`config.mk`:
```
export PLATFORM = sky130hd
export DESIGN_NAME = pcm_voice_mixer
export DESIGN_NICKNAME = d
export VERILOG_FILES = /design/src/rtl/pcm_mix_pkg.sv /design/src/rtl/sigma_delta_dac.sv /design/src/rtl/pcm_voice_mixer.sv
export SDC_FILE = /design/constraint.sdc
export NUM_CORES = 1
export LEC_CHECK = 0
export CAP_MARGIN = 10
export CORE_MARGIN = 2
export CORE_UTILIZATION = 49
export DETAILED_ROUTE_END_ITERATION = 8
export GPL_ROUTABILITY_DRIVEN = 0
export PLACE_DENSITY_LB_ADDON = 0.3
export SETUP_SLACK_MARGIN = 0.3
export SLEW_MARGIN = 20
export SYNTH_ARGS = -nofsm -noshare
export SYNTH_HDL_FRONTEND = slang
export SYNTH_HIERARCHICAL = 1
export SYNTH_SLANG_ARGS = --single-unit
```
`constraint.sdc`:
```
create_clock -name clk -period 3.4 [get_ports clk]
set_input_delay 0.85 -clock clk [delete_from_list [all_inputs] [get_ports clk]]
set_output_delay 0.85 -clock clk [all_outputs]
set_load 0.005 [all_outputs]
```
`src/rtl/pcm_mix_pkg.sv`:
```
`default_nettype none
// ============================================================================
//  Module      : pcm_mix_pkg
//  Description : Shared types and constants for the PCM voice mixer: FSM
//                state encoding, sample midscale, clamp bounds and the
//                accumulator width helper.
//  Revision    : 1.0 - initial release
// ============================================================================
package pcm_mix_pkg;

    typedef enum logic [1:0] {
        IDLE  = 2'd0,
        ACCUM = 2'd1,
        SAT   = 2'd2
    } mix_state_t;

    localparam logic [7:0] MIDSCALE = 8'h80;
    localparam int         SAT_MAX  = 127;
    localparam int         SAT_MIN  = -128;

    // Signed accumulator must hold NUM_CH full-scale centred samples plus sign.
    function automatic int acc_width(input int num_ch, input int sample_w);
        return sample_w + $clog2(num_ch) + 1;
    endfunction

endpackage
`default_nettype wire

```
`src/rtl/sigma_delta_dac.sv`:
```
`default_nettype none
// ============================================================================
//  Module      : sigma_delta_dac
//  Description : First-order sigma-delta modulator. The carry out of an 8-bit
//                phase accumulator is the 1-bit output, giving a pulse
//                density of din/256.
//  Revision    : 1.0 - initial release
// ============================================================================
module sigma_delta_dac (
    input  logic       clk,
    input  logic       rst_n,
    input  logic [7:0] din,
    output logic       dout
);

    logic [7:0] r_sd;
    logic       r_dout;
    logic [8:0] w_sum;

    assign w_sum = {1'b0, r_sd} + {1'b0, din};
    assign dout  = r_dout;

    // Accumulate every cycle; the carry of the new sum becomes the output bit.
    always_ff @(posedge clk) begin
        if (!rst_n) begin
            r_sd   <= '0;
            r_dout <= 1'b0;
        end else begin
            r_sd   <= w_sum[7:0];
            r_dout <= w_sum[8];
        end
    end

endmodule
`default_nettype wire

```
`src/rtl/pcm_voice_mixer.sv`:
```
`default_nettype none
// ============================================================================
//  Module      : pcm_voice_mixer
//  Description : Buffers one PCM sample per channel, sums the enabled channels
//                serially into a signed accumulator, applies gain, saturates
//                back to unsigned 8-bit and drives a sigma-delta output pin.
//  Revision    : 1.0 - initial release
// ============================================================================
module pcm_voice_mixer
    import pcm_mix_pkg::*;
#(
    parameter int NUM_CH   = 8,
    parameter int SAMPLE_W = 8,
    parameter int ACC_W    = acc_width(NUM_CH, SAMPLE_W)
) (
    input  logic                       clk,
    input  logic                       rst_n,
    input  logic [NUM_CH*SAMPLE_W-1:0] pcm_in,
    input  logic [NUM_CH-1:0]          pcm_vld,
    output logic [NUM_CH-1:0]          pcm_rdy,
    input  logic [NUM_CH-1:0]          ch_mask,
    input  logic [1:0]                 gain,
    output logic [SAMPLE_W-1:0]        mix_out,
    output logic                       mix_vld,
    output logic                       dac_out
);

    localparam int                         IDX_W      = $clog2(NUM_CH);
    localparam logic [IDX_W-1:0]           C_LAST_IDX = IDX_W'(NUM_CH - 1);
    localparam logic signed [ACC_W-1:0]    C_ACC_MAX  = ACC_W'(SAT_MAX);
    localparam logic signed [ACC_W-1:0]    C_ACC_MIN  = ACC_W'(SAT_MIN);
    localparam logic [SAMPLE_W-1:0]        C_OUT_MAX  = SAMPLE_W'(SAT_MAX) ^ MIDSCALE;
    localparam logic [SAMPLE_W-1:0]        C_OUT_MIN  = SAMPLE_W'(SAT_MIN) ^ MIDSCALE;

    mix_state_t                 r_state;
    mix_state_t                 w_state_nxt;
    logic [NUM_CH-1:0]          r_full;
    logic [SAMPLE_W-1:0]        r_hold [NUM_CH];
    logic [NUM_CH-1:0]          r_mask;
    logic [1:0]                 r_gain;
    logic [IDX_W-1:0]           r_idx;
    logic signed [ACC_W-1:0]    r_acc;
    logic [SAMPLE_W-1:0]        r_mix;
    logic                       r_mix_vld;

    logic                       w_all_full;
    logic [SAMPLE_W-1:0]        w_centered;
    logic signed [ACC_W-1:0]    w_addend;
    logic [1:0]                 w_shamt;
    logic signed [ACC_W-1:0]    w_shifted;
    logic [SAMPLE_W-1:0]        w_clamped;

    // A masked channel is always ready so its producer never stalls.
    assign pcm_rdy    = ~ch_mask | ~r_full;
    assign w_all_full = (ch_mask != '0) && ((r_full & ch_mask) == ch_mask);

    // Unsigned sample to signed offset around midscale, sign-extended.
    assign w_centered = r_hold[r_idx] ^ MIDSCALE;
    assign w_addend   = {{(ACC_W-SAMPLE_W){w_centered[SAMPLE_W-1]}}, w_centered};
    assign w_shamt    = 2'd3 - r_gain;
    assign w_shifted  = r_acc >>> w_shamt;

    assign mix_out = r_mix;
    assign mix_vld = r_mix_vld;

    // Clamp the scaled sum to the signed 8-bit range and recentre it.
    always_comb begin
        w_clamped = w_shifted[SAMPLE_W-1:0] ^ MIDSCALE;
        if (w_shifted > C_ACC_MAX) begin
            w_clamped = C_OUT_MAX;
        end else if (w_shifted < C_ACC_MIN) begin
            w_clamped = C_OUT_MIN;
        end
    end

    // Per-channel one-deep buffers: the SAT clear frees the mixed channels,
    // channels masked off while idle are flushed, full buffers are never overwritten.
    always_ff @(posedge clk) begin
        if (!rst_n) begin
            r_full <= '0;
            for (int i = 0; i < NUM_CH; i++) begin
                r_hold[i] <= '0;
            end
        end else begin
            for (int i = 0; i < NUM_CH; i++) begin
                if (r_state == SAT && r_mask[i]) begin
                    r_full[i] <= 1'b0;
                end else if (r_state == IDLE && !ch_mask[i]) begin
                    r_full[i] <= 1'b0;
                end else if (pcm_vld[i] && pcm_rdy[i] && ch_mask[i]) begin
                    r_full[i] <= 1'b1;
                    r_hold[i] <= pcm_in[i*SAMPLE_W +: SAMPLE_W];
                end
            end
        end
    end

    // FSM state register.
    always_ff @(posedge clk) begin
        if (!rst_n) begin
            r_state <= IDLE;
        end else begin
            r_state <= w_state_nxt;
        end
    end

    // Next state: wait for every enabled channel, walk all channels, saturate.
    always_comb begin
        w_state_nxt = r_state;
        case (r_state)
            IDLE:    if (w_all_full)          w_state_nxt = ACCUM;
            ACCUM:   if (r_idx == C_LAST_IDX) w_state_nxt = SAT;
            SAT:                              w_state_nxt = IDLE;
            default:                          w_state_nxt = IDLE;
        endcase
    end

    // Mix datapath: snapshot mask/gain at start so later changes do not
    // disturb the mix in flight; accumulate one channel per cycle.
    always_ff @(posedge clk) begin
        if (!rst_n) begin
            r_mask    <= '0;
            r_gain    <= '0;
            r_idx     <= '0;
            r_acc     <= '0;
            r_mix     <= MIDSCALE;
            r_mix_vld <= 1'b0;
        end else begin
            r_mix_vld <= 1'b0;
            case (r_state)
                IDLE: begin
                    if (w_all_full) begin
                        r_mask <= ch_mask;
                        r_gain <= gain;
                        r_acc  <= '0;
                        r_idx  <= '0;
                    end
                end
                ACCUM: begin
                    if (r_mask[r_idx]) begin
                        r_acc <= r_acc + w_addend;
                    end
                    r_idx <= r_idx + 1'b1;
                end
                SAT: begin
                    r_mix     <= w_clamped;
                    r_mix_vld <= 1'b1;
                end
                default: ;
            endcase
        end
    end

    sigma_delta_dac u_dac (
        .clk   (clk),
        .rst_n (rst_n),
        .din   (r_mix),
        .dout  (dac_out)
    );

endmodule
`default_nettype wire

```
# == Word-level counts from Yosys, hierarchy flattened ==
# Memories as Yosys holds them, arrays and structs flattened. A register that Yosys moved wholly into a read port is not among the register bits.
# Cells that the tools add are included.
# op_classes
add_sub_neg,4
multipliers,0
div,0
magnitude_cmp,3
n_eq_ne,7
n_shift,1
mux,64
bitwise,15
n_reduce_logical,56
# ops
cell,n
8-bit two-way mux,10
1-bit two-way mux,43
1-bit logical AND,33
12-bit two-way mux,2
12-bit one-hot mux with 2 select lines,1
3-bit OR reduction,8
8-bit NOT,2
12-bit by 8-bit adder with 12-bit output,1
"12-bit by 8-bit > comparator with 1-bit output, second input constant",1
"12-bit by 8-bit less-than comparator with 1-bit output, second input constant",1
12-bit by 2-bit >>> shifter with 12-bit output,1
8-bit by 8-bit adder with 9-bit output,1
3-bit two-way mux,3
8-bit AND,1
8-bit == test,1
1-bit logical NOT,8
1-bit OR,8
8-bit OR,1
8-bit nonzero test,1
"2-bit inequality test, second input constant",3
3-bit one-hot mux with 2 select lines,1
2-bit AND reduction,3
"3-bit by 4-bit less-than comparator with 1-bit output, second input constant",1
2-bit two-way mux,2
other kinds (11),13
# totals
register_bits,53
latchBits,0
ram_bits,64
romBits,0
inputBits,84
out_inout_bits,18
word_cells,168
n_memories,1
# memory_table
name,words,word_bits,rd,rd_ports_with_merged_regs,wr,line_no,rtl
r_hold,8,8,1,1,8,pcm_voice_mixer.sv:38,logic [SAMPLE_W-1:0] r_hold [NUM_CH];

# == Longest topological paths before layout ==
# Gate-level depths: netlist of run 1.
# depth
ltp_word,10
depth_mapped,12
depth_no_buf,10

# == By module ==
# Netlist of run 1, hierarchy kept.
# modules_own_cells
mod,n_inst,cells_per_inst,area_each_um2,seq_area_each_um2
pcm_voice_mixer,1,496,5636.7,2862.7
sigma_delta_dac,1,60,563.0,180.2

# == Least setup slack after synthesis of run 1 ==
# Ideal clock, no wire load.
# synth_path
kind,register -> register
from,register with a tool-made name
to,register r_acc[10]
setup_time_ns,0.138
arrival_time_ns,3.243
required_ns,3.262
setup_slack_ns,0.020
path_stages_with_launch,13
path_buffers,2
synth_period_minus_slack_ns,3.380
path_cell_list,dfxtp_1 > buf_6 > buf_2 > mux4_2 > mux2_2 > ha_1 > fa_1 > a211oi_1 > o21bai_1 > a221oi_1 > o21ai_0 > nand4b_1 > o221ai_1
# synth_lines
item,line_no,rtl
to (signal assigned),pcm_voice_mixer.sv:141,r_acc <= r_acc + w_addend;
to (decl),pcm_voice_mixer.sv:42,logic signed [ACC_W-1:0] r_acc;

==> impl_metrics.toml, run 1 <==
[worst_setup_path]
critical_path_required_ps = 3680
path_delay_family = "compound AO/OA/AOI/OAI gates"
cp.buffers_inverters = 1
slowest_delay_ps = 510
worstPathMaxFanout = 8
cp_data_arrival_time_ps = 3440
critPathKind = "register to register"
crit_path_end_kind = "register"
path_cells = "buf_12 > mux4_2 > mux2_4 > ha_4 > fa_2 > a211oi_4 > o21bai_2 > a221oi_2 > o21ai_2 > nand4b_1 > o221ai_2"
start_kind = "register"
crit_slowest_cell = "mux4_2"

[outcome]
outcome = "completed"

[clocking]
clockBufferDepth = 2
cts-root-buf = "clkbuf_16"
clk_latency_ps = 420
htreeDepth = 4
clock_sinks = 120
cts_hold_buf = 0
clk_transition_reported_paths_ps = 60
cts_inserted_buffers = 17
cts_tree = "done"

[sta]
finalSetupTns_ps = 0
hold_viol_final = 0
slew_headroom_pct = 37.3
rsz0062_at_grt = "yes"
fmax_mhz = 316
period_minus_slack_ps = 3160
skew_ps = 10.2
setup_viol = 0
whs_ps = 495
fin_crit_sh_pct = 92.9
drv_slew = 0
worst_slew_pin_slew_ps = 940

[synthesis]
syn_nets = 663
synth.most_common_cell = "and2_1"
synth_cell_type_count = 58
netlist_area_mm2 = 0.00620
netlist_instances = 556
synth_area_leaders = "edfxtp_1, dfxtp_1, mux4_2"
synth_seq_cells = 120
synth_top_area_cell = "edfxtp_1"
synth-async-reset-ratio_pct = 0
yosysTopAreaCellShare_pct = 31.0
seq_area_frac_synth_pct = 49.1
synth_edf_count = 64
synth_ff_type = "edfxtp_1"
yosysWarnings = 6
synthTopCellsByCount = "and2_1, edfxtp_1, dfxtp_1"
syn_area_per_cell_um2 = 11.2

[finish]
final_nets = 782
multi_input_area_mm2 = 0.00316
fin_util_pct = 66.6
layout-drive-gt1-share_pct = 16.3
ff_latch_area_mm2 = 0.00305
n_antenna_cell = 0
nFillCells = 886
area_growth_pct = 33.9

[floorplan]
ios = 102
dieHeight_um = 116
core_area_mm2 = 0.0125
die_w_um = 116
rows = 41
die_area_mm2 = 0.0136
initial_core_util_pct = 49.7

[route]
wirelength_mm = 16.1
vias = 4834
dr.pass1.iters = 5
drc = 0
wl_per_cell_um = 18.7
via_per_inst = 5.62
antenna_left = 0
drt-initial-drc-count = 340

[power_and_ir_drop]
p_per_area_mw_per_mm2 = 455
peakVddDrop_uv = 305
total_power_uw = 3780
p_leak_uw = 0.00314

[global_route]
track_usage_pct = 23.9
grt_overflow = 0
grt_max_degree = 27
grt_pass1_vias = 4929
antenna_found_initial = 0
grt_pass1_wl_mm = 24.6

[placed_design]
dp_hpwl_mm = 10.6
io_buffer_count = 101

[hold_path]
min_path_type = "register to register"

[flow_run]
maxCapViolCount = 0
[metal layers]
layer | part of all wire (%) | GRT usage [%] | vias up
li1 | - | - | 2273
met1 | 41 | 29.5 | 2339
met2 | 52 | 41.8 | 193
met3 | 5.7 | 4.83 | 29
met4 | 2.0 | 8.81 | 0
met5 | 0 | 0 | -
[power breakdown]
group | switching [µW] | total (µW) | internal (µW)
Sequential | 33.5 | 1630 | 1600
Clock | 678 | 1830 | 1150
Combinational | 138 | 319 | 181
[registers in the layout (all words and copies together), names as in the netlist, named ones only]
| name | count |
|---|---|
| mix_vld | 1 |
| r_mask | 8 |
| r_gain | 2 |
| r_idx | 3 |
| r_state | 2 |
| u_dac/r_sd | 8 |
| r_full | 8 |
| u_dac/dout | 1 |
| mix_out | 8 |
| r_hold | 64 |
| r_acc | 12 |
[kinds of logic (layout without fill, tap and decap cells)]
logic type / after synthesis / in the layout / synth area share [%]
AO/OA/AOI/OAI: 107 / 107 / 11.7
XOR/XNOR: 7 / 7 / 0.989
buffers and inverters: 38 / 170 / 2.66
AND/OR/NAND/NOR: 216 / 216 / 18.3
flip-flops: 120 / 120 / 49.1
adder cells (fa/ha/maj): 23 / 23 / 4.88
multiplexers: 45 / 45 / 12.5
[what timing repair did]
action                     in CTS  in global routing
hold endpoints to repair        0                  0
gates resized for setup        15                 19
buffers inserted                8                  7
cloned                          1                  0
setup endpoints to repair       3                  5
pin swaps                       7                 14
[worst register-to-register path, delay by kind of cell, from the launching register on]
family	cells	cell delay (ps)
and+or+nand+nor	1	120
buffers and inverters	1	150
adders and majority gates	2	560
DFF	1	380
AOI/OAI and AO/OA	5	1000
muxes	2	820
[per-stage QoR]
step / setup WS [ps] / instance area (µm²) / cells
finish: 240 / 8300 / 860
global route: 134 / 8300 / 860
CTS: 318 / 8170 / 853
detailed placement: 208 / 7390 / 812
global placement: 297 / 7390 / 812
floorplan: 350 / 6220 / 556
[final cells by class]
type                            instances  area share (%)
Clock buffer                           17            5.12
Clock inverter                         15            2.11
Inverter                               14           0.633
Multi-Input combinational cell        398            38.1
Sequential cell                       120            36.7
Tap cell                              172            2.59
Timing Repair Buffer                  124            14.7
[path summary, 6_finish.rpt]
kind,to,from,depth (start not counted),slack (ps)
setup / recovery,r_acc[10]$_SDFFE_PN0P_,register,11,240
hold / removal,r_full[0]$_SDFFE_PP0P_,r_full[0]$_SDFFE_PP0P_,2,500
setup reg to reg,r_acc[10]$_SDFFE_PN0P_,register,11,240
hold reg to reg,r_full[0]$_SDFFE_PP0P_,r_full[0]$_SDFFE_PP0P_,2,500
[layout by cell type, fill, tap and decap left out, types with 17 or more instances in the layout]
cell               n
clkdlybuf4s50_1  101
and2_1            69
edfxtp_1          64
dfxtp_1           55
nand2_1           49
a21oi_1           33
nor2_1            32
mux4_2            25
nand3_1           22
buf_4             19
clkbuf_16         17
Note: power is estimated with default switching activity, not from simulation.
==> run 2, diff against run 1 <==
- SLEW_MARGIN: 20 -> unset
==> run 2 against run 1 <==
Net effect:
- routed wire length is essentially flat
- power is essentially flat
- critical path depth unchanged
- sequential share of layout area about the same
- setup slack improved by 0.75 ps
- maximum frequency barely moved
- design area about the same
- count of clock-buffer cells in the layout is the same
- clock skew grew 1.2 ps
- clock power is essentially flat
- sequential power barely moved
- utilization is 0.060 points higher
==> impl_metrics.toml, run 2 (synthesized netlist as in run 1, its figures left out) <==
[finish]
final_nets = 783
n_antenna_cell = 0
final_cell_mix = "clkdlybuf4s50_1, and2_1, edfxtp_1, dfxtp_1, nand2_1"
area_growth_pct = 34.0
layout-drive-gt1-share_pct = 16.4
fin_util_pct = 66.7
stdcell_count = 861
ff_latch_area_mm2 = 0.00305
nFillCells = 884
multi_input_area_mm2 = 0.00316
top_register = "r_hold"
reg.largest.list = "r_hold: 64 flops, r_acc: 12 flops"
final_common_cell = "clkdlybuf4s50_1"
largest_register_ffs = 64

[clocking]
clockBufferDepth = 2
cts-root-buf = "clkbuf_16"
clk_latency_ps = 420
htreeDepth = 4
clock_sinks = 120
cts_inserted_buffers = 17
cts_tree = "done"
clk_transition_reported_paths_ps = 60

[hold_path]
holdPathEnd = "r_full[0]$_SDFFE_PP0P_"
min-delay-start = "r_full[0]$_SDFFE_PP0P_"
whs_path_depth = 2
min_path_type = "register to register"

[worst_setup_path]
worstPathMaxFanout = 8
start_kind = "register"
crit_path_end_kind = "register"
r2r-end = "r_acc[10]$_SDFFE_PN0P_"
rr_worst_depth = 11
reg2reg_slack_ps = 240
cp_data_arrival_time_ps = 3440
critPathKind = "register to register"
critical_path_required_ps = 3680

[route]
drt-initial-drc-count = 334
drc = 0
wl_per_cell_um = 18.7
vias = 4848
wirelength_mm = 16.1
dr.pass1.iters = 6
via_per_inst = 5.63
antenna_left = 0

[global_route]
grt_max_degree = 27
grt_overflow = 0
grt_pass1_vias = 4929
track_usage_pct = 23.9
antenna_found_initial = 0
grt_pass1_wl_mm = 24.6

[floorplan]
die_area_mm2 = 0.0136
rows = 41
core_area_mm2 = 0.0125
ios = 102
die_w_um = 116
dieHeight_um = 116
initial_core_util_pct = 49.7

[placed_design]
dp_cells = 812
io_buffer_count = 101
dp_hpwl_mm = 10.6

[flow_run]
maxCapViolCount = 0

[sta]
period_minus_slack_ps = 3160
skew_ps = 11.4
drv_slew = 0
hold_viol_final = 0
rsz0062_at_grt = "yes"
whs_ps = 500
worst_slew_pin_slew_ps = 930
slew_headroom_pct = 38.0
fmax_mhz = 317
setup_viol = 0
fin_crit_sh_pct = 92.9
finalSetupTns_ps = 0

[power_and_ir_drop]
total_power_uw = 3780
peakVddDrop_uv = 306
p_per_area_mw_per_mm2 = 455
p_leak_uw = 0.00315

[outcome]
outcome = "completed"
==> run 2: cell types whose count changed in the layout (fill, tap and decap cells not counted), sizes merged <==
| cell | before | now |
|---|---|---|
| clkbuf | 17 | 18 |
==> run 2: critical path: stages, from the launching register on <==
cell      delay, ps
dfxtp_4         380
buf_12          140
mux4_2          510
mux2_4          300
ha_4            170
fa_2            390
a211oi_4        330
o21bai_2        120
a221oi_2        350
o21ai_2         110
nand4b_1        120
o221ai_2         90
==> run 2: metal layers <==
metal  vias up  track usage (%)  part of all wire (%)
met5         -                0                     0
met4         0             8.81                   2.1
met3        29             4.83                   5.5
met2       192             41.8                    52
met1      2355             29.5                    40
li1       2272                -                     -
==> run 2: repair_timing <==
item | 4_1_cts | 5_1_grt
pin swaps | 7 | 14
gates cloned | 1 | 0
hold buffers | 0 | 0
endpoints found under the hold margin | 0 | 0
resized for setup | 15 | 19
buffers inserted | 8 | 7
endpoints found under the setup margin | 3 | 5
==> run 2: power breakdown <==
part | internal (µW) | switching (µW)
sequential | 1600 | 33.6
clock | 1150 | 678
combinational | 182 | 138
total | 2930 | 849
==> run 2: worst max-delay path by stage <==
stage	slack (ps)	end	cells past startpoint	startpoint
6_report	240	r_acc[10]$_SDFFE_PN0P_	11	register
4_1_cts	320	r_acc[11]$_SDFFE_PN0P_	10	register
2_1_floorplan	350	r_acc[10]$_SDFFE_PN0P_	12	register
5_1_grt	130	r_acc[10]$_SDFFE_PN0P_	11	register
3_5_place_dp	210	r_acc[11]$_SDFFE_PN0P_	10	register
3_3_place_gp	300	r_acc[10]$_SDFFE_PN0P_	11	register
==> run 2: area by class of cell <==
type | instances | area share (%)
clock inverters | 15 | 2.11
flip-flops and latches | 120 | 36.7
clock buffers | 17 | 5.12
repair buffers | 125 | 14.8
multi-input cells | 398 | 38.1
well taps | 172 | 2.59
inverters | 14 | 0.632
==> run 2: through the flow <==
| step | setup slack [ps] | cell area (µm²) |
|---|---|---|
| after floorplan | 350 | 6220 |
| after global placement | 297 | 7390 |
| after detailed placement | 208 | 7390 |
| after CTS | 318 | 8170 |
| after global routing | 134 | 8310 |
| final | 241 | 8310 |
==> run 3, diff against run 2 <==
- ABC_AREA: unset -> 0
- CORE_UTILIZATION: 49 -> 54
- clock period: 3.4 -> 3.42 ns (I/O delays scaled with it)
==> run 3 against run 2 <==
Net effect:
- worst hold slack about the same
- clock power down 3%
- critical path type unchanged
- combinational power is 6.6% lower
- highest routed layer unchanged
==> impl_metrics.toml, run 3 (synthesized netlist as in run 1, its figures left out) <==
[route]
drt-initial-drc-count = 414
dr.pass1.iters = 5
antenna_left = 0
wirelength_mm = 14.8
via_per_inst = 5.77
drc = 0
vias = 4770
wl_per_cell_um = 17.9

[clocking]
cts_hold_buf = 0
clock_sinks = 120
cts_inserted_buffers = 17
htreeDepth = 4
clockBufferDepth = 2
cts-root-buf = "clkbuf_16"
cts_tree = "done"
clk_transition_reported_paths_ps = 50
clk_latency_ps = 420

[finish]
final_nets = 777
area_growth_pct = 30.6
final_common_cell = "clkdlybuf4s50_1"
largest_register_ffs = 64
top_register = "r_hold"
reg.largest.list = "r_hold: 64 flops, r_acc: 12 flops"
stdcell_count = 826
final_cell_mix = "clkdlybuf4s50_1, and2_1, edfxtp_1, dfxtp_1, nand2_1"
layout-drive-gt1-share_pct = 14.1
n_antenna_cell = 0

[worst_setup_path]
start_kind = "register"
worstPathMaxFanout = 4
critPathKind = "register to register"
crit_path_end_kind = "register"
critical_path_required_ps = 3760
cp_data_arrival_time_ps = 3400

[sta]
period_minus_slack_ps = 3060
slew_headroom_pct = 39.9
drv_slew = 0
hold_viol_final = 0
fin_crit_sh_pct = 89.5
worst_slew_pin_slew_ps = 902
finalSetupTns_ps = 0
rsz0062_at_grt = "yes"
setup_viol = 0
skew_ps = 12.1
fmax_mhz = 327

[global_route]
antenna_found_initial = 0
track_usage_pct = 24.6
grt_pass1_wl_mm = 23.8
grt_pass1_vias = 4813
grt_max_degree = 27
grt_overflow = 0

[flow_run]
maxCapViolCount = 0

[floorplan]
initial_core_util_pct = 54.8
dieHeight_um = 111
rows = 39
die_area_mm2 = 0.0124
die_w_um = 111
ios = 102
core_area_mm2 = 0.0113

[placed_design]
dp_cells = 790
dp_hpwl_mm = 10.9
io_buffer_count = 101

[power_and_ir_drop]
p_per_area_mw_per_mm2 = 456
peakVddDrop_uv = 428
p_leak_uw = 0.00308

[hold_path]
min_path_type = "register to register"

[outcome]
outcome = "completed"
-- run 3: worst max-delay path, stage by stage (launching register included) --
cell	delay, ps
dfxtp_4	380
mux4_2	510
mux2_2	280
ha_2	210
fa_2	390
a211oi_2	300
o21bai_1	150
a221oi_2	290
buf_4	160
xnor2_1	100
nand2_1	60
a21oi_1	150
-- run 3: cell type report --
type | count | area (µm²)
tap | 143 | 179
clock inverter | 10 | 130
fill | 806 | 3230
multi-input combinational | 398 | 3080
inverter | 14 | 52.6
sequential | 120 | 3050
timing repair buffer | 119 | 1150
clock buffer | 22 | 454
-- run 3: worst paths after layout --
check                         startpoint                     end  slack [ps]  cells after the start
setup reg to reg                register   r_acc[8]$_SDFFE_PN0P_         360                     11
hold reg to reg   r_full[0]$_SDFFE_PP0P_  r_full[0]$_SDFFE_PP0P_         500                      2
hold / removal    r_full[0]$_SDFFE_PP0P_  r_full[0]$_SDFFE_PP0P_         500                      2
setup / recovery                register   r_acc[8]$_SDFFE_PN0P_         360                     11
-- run 3: repair_timing --
action                     CTS  global route
setup buffers                0             3
pin swaps                    2             9
setup endpoints to repair    3             3
gates resized for setup      7            14
-- run 3: per-layer routing --
| layer | up-vias | GRT usage (%) | wire [µm] |
|---|---|---|---|
| met3 | 30 | 6.07 | 760 |
| met5 | - | 0 | 0 |
| met1 | 2302 | 29.7 | 6170 |
| li1 | 2274 | - | - |
| met4 | 0 | 10.3 | 344 |
| met2 | 164 | 42.3 | 7500 |
-- run 3: stage by stage --
stage / setup WS (ps) / hold WS, ps / power [µW] / util [%] / cell area, µm²
2_1_floorplan: 309 / 455 / 1770 / - / 6220
3_3_place_gp: 280 / 466 / 1920 / 65.3 / 7390
3_5_place_dp: 161 / 475 / 1930 / 65.3 / 7390
4_1_cts: 279 / 501 / 3700 / 70.6 / 7990
5_1_grt: 217 / 524 / 3790 / 71.5 / 8090
6_report: 361 / 500 / 3690 / 71.5 / 8090
-- run 3: power by group --
| group | switching, µW | internal [µW] | total [µW] |
|---|---|---|---|
| registers | 30.0 | 1590 | 1620 |
| logic | 127 | 171 | 298 |
| clock network | 618 | 1160 | 1770 |
| total | 775 | 2910 | 3690 |
